`src/rtl/hash_target_check.sv`:
```
// hash_target_check: byte-reverses a double-SHA-256 digest into Bitcoin's
// little-endian integer order and compares it to a difficulty target. The
// compare is a multi-cycle, most-significant-chunk-first magnitude compare.
// The block counts completed compares and hands winning nonces to the host
// through a valid/ack register.
// Optional feature: define HASH_CHECK_LZ_EN to add the lead_zeros output.
module hash_target_check #(
  parameter int unsigned CHUNK_W = 64,
  parameter int unsigned CNT_W   = 32
) (
  input  logic               clk,
  input  logic               rst,
  input  logic               hash_valid,
  input  logic [255:0]       hash_in,
  input  logic [31:0]        nonce_in,
  input  logic               target_load,
  input  logic [255:0]       target_in,
  input  logic               found_ack,
  output logic               in_ready,
  output logic               found_valid,
  output logic [31:0]        found_nonce,
  output logic [CNT_W-1:0]   hashes_checked,
  output logic               overrun
`ifdef HASH_CHECK_LZ_EN
  ,
  output logic [8:0]         lead_zeros
`endif
);

  localparam int unsigned NCHUNK = 256 / CHUNK_W;
  localparam int unsigned IDX_W  = (NCHUNK > 1) ? $clog2(NCHUNK) : 1;

  typedef enum logic {IDLE, CMP} state_t;

  state_t               state, state_nx;
  logic [255:0]         v_in, v_reg, target;
  logic [31:0]          nonce_reg;
  logic [IDX_W-1:0]     idx;
  logic [7:0]           shamt, base;
  logic [CHUNK_W-1:0]   v_chunk, t_chunk;
  logic                 chunk_lt, chunk_gt, last_chunk;
  logic                 decide, win;

  // Digest byte 0 becomes the least-significant byte of the compared value.
  always_comb begin
    v_in = '0;
    for (int unsigned i = 0; i < 32; i++) begin
      v_in[8*i +: 8] = hash_in[255-8*i -: 8];
    end
  end

  // Select the current chunk of value and target, most significant first.
  always_comb begin
    shamt      = 8'(idx) * 8'(CHUNK_W);
    base       = 8'd255 - shamt;
    v_chunk    = v_reg[base -: CHUNK_W];
    t_chunk    = target[base -: CHUNK_W];
    chunk_lt   = (v_chunk < t_chunk);
    chunk_gt   = (v_chunk > t_chunk);
    last_chunk = (idx == IDX_W'(NCHUNK - 1));
  end

  // State register.
  always_ff @(posedge clk or posedge rst) begin
    if (rst) state <= IDLE;
    else     state <= state_nx;
  end

  // Next-state and compare decision; equality on the last chunk counts as a win.
  always_comb begin
    state_nx = state;
    decide   = 1'b0;
    win      = 1'b0;
    case (state)
      IDLE: begin
        if (hash_valid) state_nx = CMP;
      end
      CMP: begin
        decide = chunk_lt | chunk_gt | last_chunk;
        win    = chunk_lt | (last_chunk & ~chunk_gt);
        if (decide) state_nx = IDLE;
      end
      default: state_nx = IDLE;
    endcase
  end

  assign in_ready = (state == IDLE);

  // Capture, chunk index, target, counter, overrun and found-nonce handoff.
  always_ff @(posedge clk or posedge rst) begin
    if (rst) begin
      v_reg          <= '0;
      nonce_reg      <= '0;
      idx            <= '0;
      target         <= '1;
      found_valid    <= 1'b0;
      found_nonce    <= '0;
      hashes_checked <= '0;
      overrun        <= 1'b0;
    end else begin
      if (state == IDLE) begin
        if (target_load) target <= target_in;
        if (hash_valid) begin
          v_reg     <= v_in;
          nonce_reg <= nonce_in;
          idx       <= '0;
        end
      end else begin
        if (hash_valid) overrun <= 1'b1;
        if (!decide)    idx <= idx + IDX_W'(1);
      end

      if (decide) hashes_checked <= hashes_checked + CNT_W'(1);

      // A pending winner can be replaced only when it is acked at the same edge.
      if (decide && win) begin
        if (!found_valid || found_ack) begin
          found_nonce <= nonce_reg;
          found_valid <= 1'b1;
        end else begin
          overrun <= 1'b1;
        end
      end else if (found_ack && found_valid) begin
        found_valid <= 1'b0;
      end
    end
  end

`ifdef HASH_CHECK_LZ_EN
  logic [8:0] lz_v;

  // Leading-zero count of the whole captured value, regardless of early exit.
  always_comb begin
    lz_v = 9'd256;
    for (int unsigned i = 0; i < 256; i++) begin
      if (v_reg[i]) lz_v = 9'd255 - 9'(i);
    end
  end

  // Publish the leading-zero count at the deciding edge.
  always_ff @(posedge clk or posedge rst) begin
    if (rst)         lead_zeros <= '0;
    else if (decide) lead_zeros <= lz_v;
  end
`endif

endmodule

```
`config.mk`:
```
export PLATFORM = sky130hd
export DESIGN_NAME = hash_target_check
export DESIGN_NICKNAME = d
export VERILOG_FILES = /design/src/rtl/hash_target_check.sv
export SDC_FILE = /design/constraint.sdc
export NUM_CORES = 1
export LEC_CHECK = 0
export BUFFER_PORTS_ARGS = -buffer_cell sky130_fd_sc_hd__buf_2
export CAP_MARGIN = 0
export CORE_AREA = 2 2 242 244
export DETAILED_ROUTE_END_ITERATION = 8
export DIE_AREA = 0 0 244 246
export PLACE_DENSITY = 0.73
export SETUP_SLACK_MARGIN = 0.3
export SLEW_MARGIN = 20
export SYNTH_ARGS = -nofsm -noshare
export SYNTH_HDL_FRONTEND = slang
export SYNTH_SLANG_ARGS = --single-unit
```
`constraint.sdc`:
```
create_clock -name clk -period 29.6 [get_ports clk]
set_input_delay 4.44 -clock clk [delete_from_list [all_inputs] [get_ports clk]]
set_output_delay 4.44 -clock clk [all_outputs]
set_load 0.01 [all_outputs]
```
==> results of run 1 <==
-- layout by cell type (no fill, tap or decap), drive strengths merged, types with 2 or more instances in the layout --
cell	n
diode	42
nand2	31
inv	86
a21oi	27
mux4	128
nor2	32
mux2	579
o211ai	3
and4	2
bufinv	8
xor2	20
nand4	18
nand2b	3
dfstp	256
o21bai	2
nor3	15
o21ai	9
xnor2	11
and3	3
nand3	14
clkinvlp	2
buf	638
nor4	6
a221oi	4
clkbuf	99
nor2b	4
a211oi	2
dfrtp	357
a2111oi	3
ha	66
clkinv	11
-- worst max-delay path: stages --
cell,delay (ns)
buf_2,0.13
inv_8,0.56
buf_4,0.61
buf_4,0.46
buf_16,0.29
buf_6,0.64
-- power by group --
part	internal [W]	switching [W]
sequential	0.00102	0.0000786
combinational	0.000240	0.000181
clock	0.000545	0.000344
-- cells by family after synthesis --
group                    Yosys count
adder cells (fa/ha/maj)           66
AND/OR/NAND/NOR                  132
flip-flops                       613
XOR/XNOR                          31
AO/OA/AOI/OAI                     56
multiplexers                     707
buffers and inverters            176
-- routing by layer --
layer  vias to the layer above  wire length (µm)
met5                         -               158
met4                        24              2280
met3                       151              4760
met2                       513             36800
met1                      9132             29000
li1                       7806                 -
-- final cells by class --
| type | instances | area [µm²] |
|---|---|---|
| multi-input cells | 992 | 11700 |
| fillers | 4444 | 22900 |
| inverters | 81 | 312 |
| repair buffers | 638 | 3310 |
| flip-flops and latches | 613 | 15700 |
| diodes | 42 | 105 |
| clock buffers | 99 | 2010 |
| well taps | 765 | 957 |
| clock inverters | 26 | 368 |
-- worst paths after layout --
path                                                 from  slack (ns)                             end  cells after the start
setup / recovery                                      rst       22.88           v_reg[82]$_DFFE_PP0P_                      6
hold / removal             hashes_checked[31]$_DFFE_PP0P_        0.46  hashes_checked[31]$_DFFE_PP0P_                      1
setup reg to reg                       idx[1]$_DFFE_PP0P_       23.62     found_nonce[27]$_DFFE_PP0P_                     13
hold reg to reg            hashes_checked[31]$_DFFE_PP0P_        0.46  hashes_checked[31]$_DFFE_PP0P_                      1
max in group clk                               hash_valid       23.40          v_reg[219]$_DFFE_PP0P_                      5
min in group asynchronous                             rst        4.00        nonce_reg[0]$_DFFE_PP0P_                      2
-- per-stage QoR --
stage	total power, W	setup slack, ns	util, %	area (µm²)
after global routing	0.00251	22.44	60.0	34400
final	0.00240	22.88	60.0	34400
after detailed placement	0.00153	21.64	55.6	31900
after floorplan	0.00137	8.42	-	28000
after global placement	0.00150	21.84	55.6	31900
after CTS	0.00243	22.26	59.7	34300
==> metrics.md, run 1 <==
| Metric | Value |
|---|---|
| Status | complete, no violations |
| Detail Placement HPWL | 53700 µm |
| Critical setup path kind | in2async |
| Simple-Gate Fraction of Synth Area | 2.46% |
| Initial Util | 48.9% |
| Clk_skew | 0.0285 ns |
| Core Rows | 88 |
| CP required | 30.22 ns |
| Cts repair resizes | 0 |
| RSZ-0062 raised after global routing | no |
| Number of I/O pins | 616 |
| Clk_lat worst skew | 0.60 ns |
| Core area | 57400 µm² |
| Vias in the first global route | 18843 |
| Top-area cell type share of the netlist area | 31.9% |
| Yosys reg bits | 613 |
| DR WL/cell | 22.4 µm |
| Initial DRT Pass Iterations | 5 |
| Initial antenna violation count | 49 |
| Async set-or-reset flop fraction in the synthesized netlist | 100% |
| Die Y-Extent | 246 µm |
| Worst endpoint data arrival time | 7.34 ns |
| Met1 Use GR | 30.2% |
| GPL Wtd Cong | 0.863 |
| Commonest register cell after synthesis | dfrtp_1 |
| Post-synthesis mux area share | 34.0% |
| Fmax | 149 MHz |
| Final setup viols | 0 |
| Via count | 17626 |
| Final TNS setup | 0 ns |
| Cell Count, Final, Fillers Out | 3256 |
| Placed insts | 3087 |
| Tcrit/Tclk final | 22.7% |
| Fin Hold WS | 0.464 ns |
| Yosys top cell by area | dfrtp_1 |
| Post-synth EDFFs | 0 |
| Mean Syn Cell Area | 15.7 µm² |
| CTS buffer count | 69 |
| Critical path peak fanout | 125 |
| Synth warn | 0 |
| CTS tree | built |
| H-tree depth | 3 |
| Slew Viols, Final | 0 |
| Worst Setup Start Kind | input port |
| Pwr/cell area | 69.8 nW/µm² |
| Total GRT Usage | 24.2% |
| Peak supply drop | 0.0000569 V |
| Min Clock Period, post-route | 6.72 ns |
| Pleak | 15.0 nW |
| Die area | 60000 µm² |
| Largest family of logic cells by synthesized area | multiplexers |
| Cell with the most instances after synthesis | mux2_2 |
| Synth Area in Adders | 2.95% |
| Unique masters post-synth | 49 |
| Hold crit path type | reg2reg |
| Slew HR | 25.6% |
| Final Hold Fails | 0 |
| Root buffer cell | clkbuf_16 |
| Sequential-to-total area share from yosys stat | 55.9% |
| Netlist Area Pre-Place | 28000 µm² |
| Met2 GRT Util | 39.4% |
| XOR/XNOR Fraction of Synth Area | 0.969% |
| Grt met3 use | 6.57% |
| Compound-Gate Fraction of Synth Area | 1.34% |
| DRC | 0 |
| Post-CTS setup buffers | 0 |
| # port buffers | 615 |
| CTS Buffer Depth | 3 |
| Most Crowded Layer GR | met2 |
| Clock-pin slew on the worst setup and hold paths | 0.06 ns |
| Die width | 244 µm |
| Cells after synthesis | 1781 |
| Drt total wl | 72900 µm |
| Share of layout cells above drive strength 1 | 70.6% |
| # clock sinks | 613 |
| Synth cell count leaders | mux2_2 (547), dfrtp_1 (357), dfstp_2 (256) |
| Vias per cell | 5.41 |
| Max Cap Viol | 0 |
| Initial DRC Count | 834 |
| Worst-Margin Slew | 1.12 ns |
| Number of routed nets with antenna violations | 0 |
| Area grow syn2layout | 22.8% |
| Global-route wire length before repair | 110000 µm |
| GRT overflow | 0 |
| Final #Nets | 3010 |
| Pin count of the biggest net entering global routing | 168 |
| Hold Buf Count CTS | 0 |
| Synth Net Count | 2396 |
| Dominant cells by area after synthesis | dfrtp_1 (32%), dfstp_2 (24%), mux2_2 (22%) |
| Endpoint class of the critical path | async pin |
No activity file was read; power rests on OpenSTA's default activity.
==> run 2: changes to the inputs <==
- CORE_AREA: 2 2 242 244 -> 2 2 240 242
- DIE_AREA: 0 0 244 246 -> 0 0 242 244
- PLACE_DENSITY: 0.73 -> 0.77
- clock period: 29.6 -> 6.14 ns (I/O delays scaled with it)
==> metrics.md, run 2 (same netlist as run 1, synthesis figures left out) <==
| Metric | Value |
|---|---|
| Status | complete, no violations |
| Drt total wl | 74900 µm |
| GRT overflow | 0 |
| Die width | 242 µm |
| Final setup viols | 0 |
| Die area | 59000 µm² |
| DR WL/cell | 23.0 µm |
| Core Rows | 87 |
| Pwr/cell area | 332 nW/µm² |
| CTS buffer count | 68 |
| Worst endpoint data arrival time | 5.54 ns |
| Most frequent cells in the layout | buf_2 (615), mux2_2 (547), dfrtp_1 (355), dfstp_2 (256), mux4_2 (128) |
| Clk_lat worst skew | 0.59 ns |
| # port buffers | 615 |
| Reg2reg setup slack | 1.06 ns |
| RR Endpoint | hashes_checked[7]$_DFFE_PP0P_ |
| Detail Placement HPWL | 55500 µm |
| Worst-Margin Slew | 1.09 ns |
| Fmax | 197 MHz |
| Clock power frac | 35.5% |
| Pleak | 14.9 nW |
| RSZ-0062 raised after global routing | no |
| Area grow syn2layout | 22.5% |
| Initial Util | 49.9% |
| Switching part of the total | 25.9% |
| Worst Setup Start Kind | flop |
| Hold crit path type | in2async |
| Flop pwr share | 46.7% |
| Slew Viols, Final | 0 |
| Commonest non-fill, non-tap cell in the layout | buf_2 |
| Die Y-Extent | 244 µm |
| CP required | 6.61 ns |
| H-tree depth | 3 |
| Global-route wire length before repair | 114000 µm |
| DRC | 0 |
| Final TNS setup | 0 ns |
| RR Startpoint | idx[1]$_DFFE_PP0P_ |
| Number of routed nets with antenna violations | 0 |
| Final Hold Fails | 0 |
| P_sw | 0.00295 W |
| Number of I/O pins | 616 |
| Vias per cell | 5.47 |
| Critical path peak fanout | 76 |
| Pin count of the biggest net entering global routing | 193 |
| GPL Wtd Cong | 0.886 |
| Cts repair resizes | 0 |
| Endpoint class of the critical path | flop |
| Reg2reg path depth | 12 |
| Int Pwr | 0.00844 W |
| Initial DRC Count | 970 |
| CTS Buffer Depth | 3 |
| Min Clock Period, post-route | 5.08 ns |
| CTS tree | built |
| Root buffer cell | clkbuf_16 |
| Core area | 56200 µm² |
| Tcrit/Tclk final | 82.7% |
| Final Instance Area | 34300 µm² |
| Final #Nets | 3013 |
| Max Cap Viol | 0 |
| Peak supply drop | 0.000240 V |
| # clock sinks | 613 |
| Slew HR | 27.3% |
| Logic pwr share | 17.8% |
| Vias in the first global route | 19233 |
| Post-CTS setup buffers | 0 |
| Pre-CTS setup slack | 0.977 ns |
| Initial antenna violation count | 58 |
| Via count | 17808 |
| Critical setup path kind | reg2reg |
| Clock-pin slew on the worst setup and hold paths | 0.06 ns |
| Clk_skew | 0.0154 ns |
| Initial DRT Pass Iterations | 5 |
| Share of layout cells above drive strength 1 | 70.5% |
| Placed cell areas | 32000 µm² |
| Total GRT Usage | 25.3% |
| Setup WS post-layout | 1.06 ns |
| Hold Buf Count CTS | 0 |
[run 2: cell count changes in the layout (fill, tap and decap cells not counted), sizes merged]
cell / previous run / this run
bufinv: 8 / 3
buf: 638 / 642
clkbuf: 99 / 103
clkinvlp: 2 / 4
diode: 42 / 44
inv: 86 / 84
clkinv: 11 / 12
[run 2: cell type report]
type                            instances  area [µm²]
Antenna cell                           44         110
Clock buffer                          103        2000
Clock inverter                         22         223
Fill cell                            4272       21800
Inverter                               81         308
Multi-Input combinational cell        992       11700
Sequential cell                       613       15700
Tap cell                              756         946
Timing Repair Buffer                  642        3390
[run 2: power groups by stage]
stage | logic, W | clock network (W) | registers [W]
floorplan | 0.00136 | 0 | 0.00527
global placement | 0.00196 | 0 | 0.00533
detailed placement | 0.00204 | 0 | 0.00537
CTS | 0.00206 | 0.00413 | 0.00531
global route | 0.00222 | 0.00429 | 0.00540
finish | 0.00203 | 0.00404 | 0.00532
[run 2: worst max path at each step]
| stage | from | endpoint | slack, ns |
|---|---|---|---|
| after global placement | idx[1]$_DFFE_PP0P_ | hashes_checked[14]$_DFFE_PP0P_ | 1.19 |
| final | idx[1]$_DFFE_PP0P_ | hashes_checked[7]$_DFFE_PP0P_ | 1.06 |
| after global routing | idx[1]$_DFFE_PP0P_ | hashes_checked[28]$_DFFE_PP0P_ | 0.58 |
| after CTS | idx[1]$_DFFE_PP0P_ | hashes_checked[26]$_DFFE_PP0P_ | 0.94 |
| after detailed placement | idx[1]$_DFFE_PP0P_ | hashes_checked[4]$_DFFE_PP0P_ | 0.98 |
| after floorplan | rst | found_nonce[0]$_DFFE_PP0P_ | -2.94 |
[run 2: through the flow]
stage                     hold slack [ns]  power, W  util (%)  cells
after floorplan                     0.460   0.00663         -   1781
after global placement              0.458   0.00729      56.9   3083
after detailed placement            0.453   0.00741      56.9   3083
after CTS                           0.463    0.0115      60.9   3208
after global routing                0.302    0.0119      61.1   3251
final                               0.308    0.0114      61.1   3253
[run 2: routing by layer]
layer	vias up	GRT usage [%]	wire length, µm
met3	171	6.09	4640
li1	7809	-	-
met4	28	11.4	2950
met5	-	0	157
met1	9243	33.4	30900
met2	557	40.2	36200
[run 2: worst max-delay path, cell delays in order, from the launching register on]
cell and delay [ns]:
dfrtp_4 0.85, buf_12 0.43, mux4_2 0.57, inv_1 0.07, ha_1 0.15, nand4_1 0.20, nor4_1 0.64, nand4_1 0.39
nor4_2 0.43, nor2_1 0.11, nor2_2 0.61, nor2_1 0.16, xor2_1 0.18
==> run 3: changes to the inputs <==
- clock period: 6.14 -> 4.2 ns (I/O delays scaled with it)
==> metrics.md, run 3 (same netlist as run 1, synthesis figures left out) <==
| Metric | Value |
|---|---|
| Largest delay share family, worst path | buffers and inverters |
| Pin count of the biggest net entering global routing | 158 |
| Commonest non-fill, non-tap cell in the layout | buf_2 |
| Final #Nets | 3101 |
| Final core utilization | 64.2% |
| Number of routed nets with antenna violations | 0 |
| Drt total wl | 79500 µm |
| Final setup viols | 0 |
| CP Cell Sequence | buf_12, buf_16, buf_12, buf_12, mux4_2, ha_4, nand4_1, nor4_2, buf_4, nand4_1, buf_6, a31oi_4, nor2_2, a21oi_2, nor2_4, buf_6, buf_12, mux2_1 |
| # clock sinks | 613 |
| CP max stage cell | dfrtp_4 |
| Pleak | 15.8 nW |
| Endpoint class of the critical path | flop |
| Final Hold Fails | 0 |
| DR WL/cell | 24.0 µm |
| Core area | 56200 µm² |
| Placed insts | 3113 |
| RSZ-0062 raised after global routing | yes |
| Hold Buf Count CTS | 0 |
| H-tree depth | 3 |
| DRC | 0 |
| Int Pwr | 0.0127 W |
| Critical setup path kind | reg2reg |
| Initial antenna violation count | 34 |
| Clock power frac | 35.2% |
| Flop pwr share | 45.3% |
| Buf+Inv Stages, Crit Path | 8 |
| Share of layout cells above drive strength 1 | 73.7% |
| Max Cap Viol | 0 |
| Number of I/O pins | 616 |
| Via count | 18200 |
| Hold crit path type | in2async |
| Slew HR | 27.9% |
| Highest cell delay on the worst timing path | 0.51 ns |
| Most frequent cells in the layout | buf_2 (615), mux2_2 (547), dfrtp_1 (355), dfstp_2 (256), mux4_2 (128) |
| Global-route wire length before repair | 120000 µm |
| Final TNS setup | 0 ns |
| Initial DRT Pass Iterations | 4 |
| Peak supply drop | 0.000341 V |
| Slew Viols, Final | 0 |
| Die Y-Extent | 244 µm |
| Die area | 59000 µm² |
| Worst-Margin Slew | 1.08 ns |
| Worst Setup Start Kind | flop |
| Area grow syn2layout | 28.7% |
| CP required | 4.69 ns |
| Tcrit/Tclk final | 94.6% |
| Fmax | 252 MHz |
| Switching part of the total | 26.3% |
| Pwr/cell area | 476 nW/µm² |
| Vias per cell | 5.48 |
| Detail Placement HPWL | 56100 µm |
| GRT overflow | 0 |
| # port buffers | 615 |
| Status | complete, no violations |
| Layout fillers | 4010 |
| Critical path peak fanout | 8 |
| Min Clock Period, post-route | 3.97 ns |
| Clk_skew | 0.0303 ns |
| Core Rows | 87 |
| Initial DRC Count | 845 |
| Clk_lat worst skew | 0.60 ns |
| Vias in the first global route | 20064 |
| Cell Count, Final, Fillers Out | 3319 |
| GPL Wtd Cong | 0.882 |
| Crit path top cell by count | buf_12 |
| Logic pwr share | 19.5% |
| P_sw | 0.00452 W |
| Initial Util | 49.9% |
| Clock-pin slew on the worst setup and hold paths | 0.06 ns |
| Die width | 242 µm |
| CTS tree | built |
| Total GRT Usage | 26.7% |
| CTS Buffer Depth | 3 |
| CTS buffer count | 66 |
| Root buffer cell | clkbuf_16 |
| Worst endpoint data arrival time | 4.46 ns |
-- run 3: per-layer routing --
layer / part of all wire, % / global-route usage (%)
met5: 0.15 / 0
met4: 3.0 / 8.62
met3: 5.6 / 6.30
met2: 51 / 45.8
met1: 40 / 33.6
-- run 3: worst paths after layout --
path	slack, ns	cells after the start	to	start
max in group asynchronous	2.72	4	target[132]$_DFFE_PP1P_	rst
setup reg to reg	0.23	18	found_nonce[29]$_DFFE_PP0P_	idx[0]$_DFFE_PP0P_
setup / recovery	0.23	18	found_nonce[29]$_DFFE_PP0P_	idx[0]$_DFFE_PP0P_
hold / removal	0.23	2	found_nonce[23]$_DFFE_PP0P_	rst
min in group clk	0.25	2	target[191]$_DFFE_PP1P_	target_in[191]
hold reg to reg	0.47	1	hashes_checked[31]$_DFFE_PP0P_	hashes_checked[31]$_DFFE_PP0P_
-- run 3: power by group through the flow --
| stage | Combinational, W | Clock, W | Sequential [W] |
|---|---|---|---|
| floorplan | 0.00199 | 0 | 0.00770 |
| global placement | 0.00291 | 0 | 0.00779 |
| detailed placement | 0.00302 | 0 | 0.00784 |
| CTS | 0.00328 | 0.00616 | 0.00776 |
| global route | 0.00362 | 0.00640 | 0.00789 |
| finish | 0.00335 | 0.00605 | 0.00778 |
-- run 3: stage by stage --
stage | worst slack [ns] | total power, W | cell area [µm²] | hold WS (ns)
floorplan | -4.59 | 0.00969 | 28000 | 0.460
global placement | -0.365 | 0.0107 | 32300 | 0.457
detailed placement | -0.499 | 0.0109 | 32300 | 0.461
CTS | 0.265 | 0.0172 | 35800 | 0.218
global route | 0.0826 | 0.0179 | 36100 | 0.236
finish | 0.228 | 0.0172 | 36100 | 0.233
-- run 3: area by class of cell --
| class | instances | area [µm²] | area share, % |
|---|---|---|---|
| multi-input cells | 992 | 12200 | 33.8 |
| inverters | 81 | 308 | 0.853 |
| clock inverters | 23 | 263 | 0.728 |
| clock buffers | 98 | 2020 | 5.59 |
| diodes | 24 | 60.1 | 0.166 |
| repair buffers | 732 | 4620 | 12.8 |
| well taps | 756 | 946 | 2.62 |
| flip-flops and latches | 613 | 15700 | 43.4 |
-- run 3: what timing repair did --
item                                    in CTS  in global routing
setup buffers                               42                  6
gates resized for setup                     73                 34
cloned                                      12                  1
endpoints found under the setup margin      69                 64
pin swaps                                   24                  8
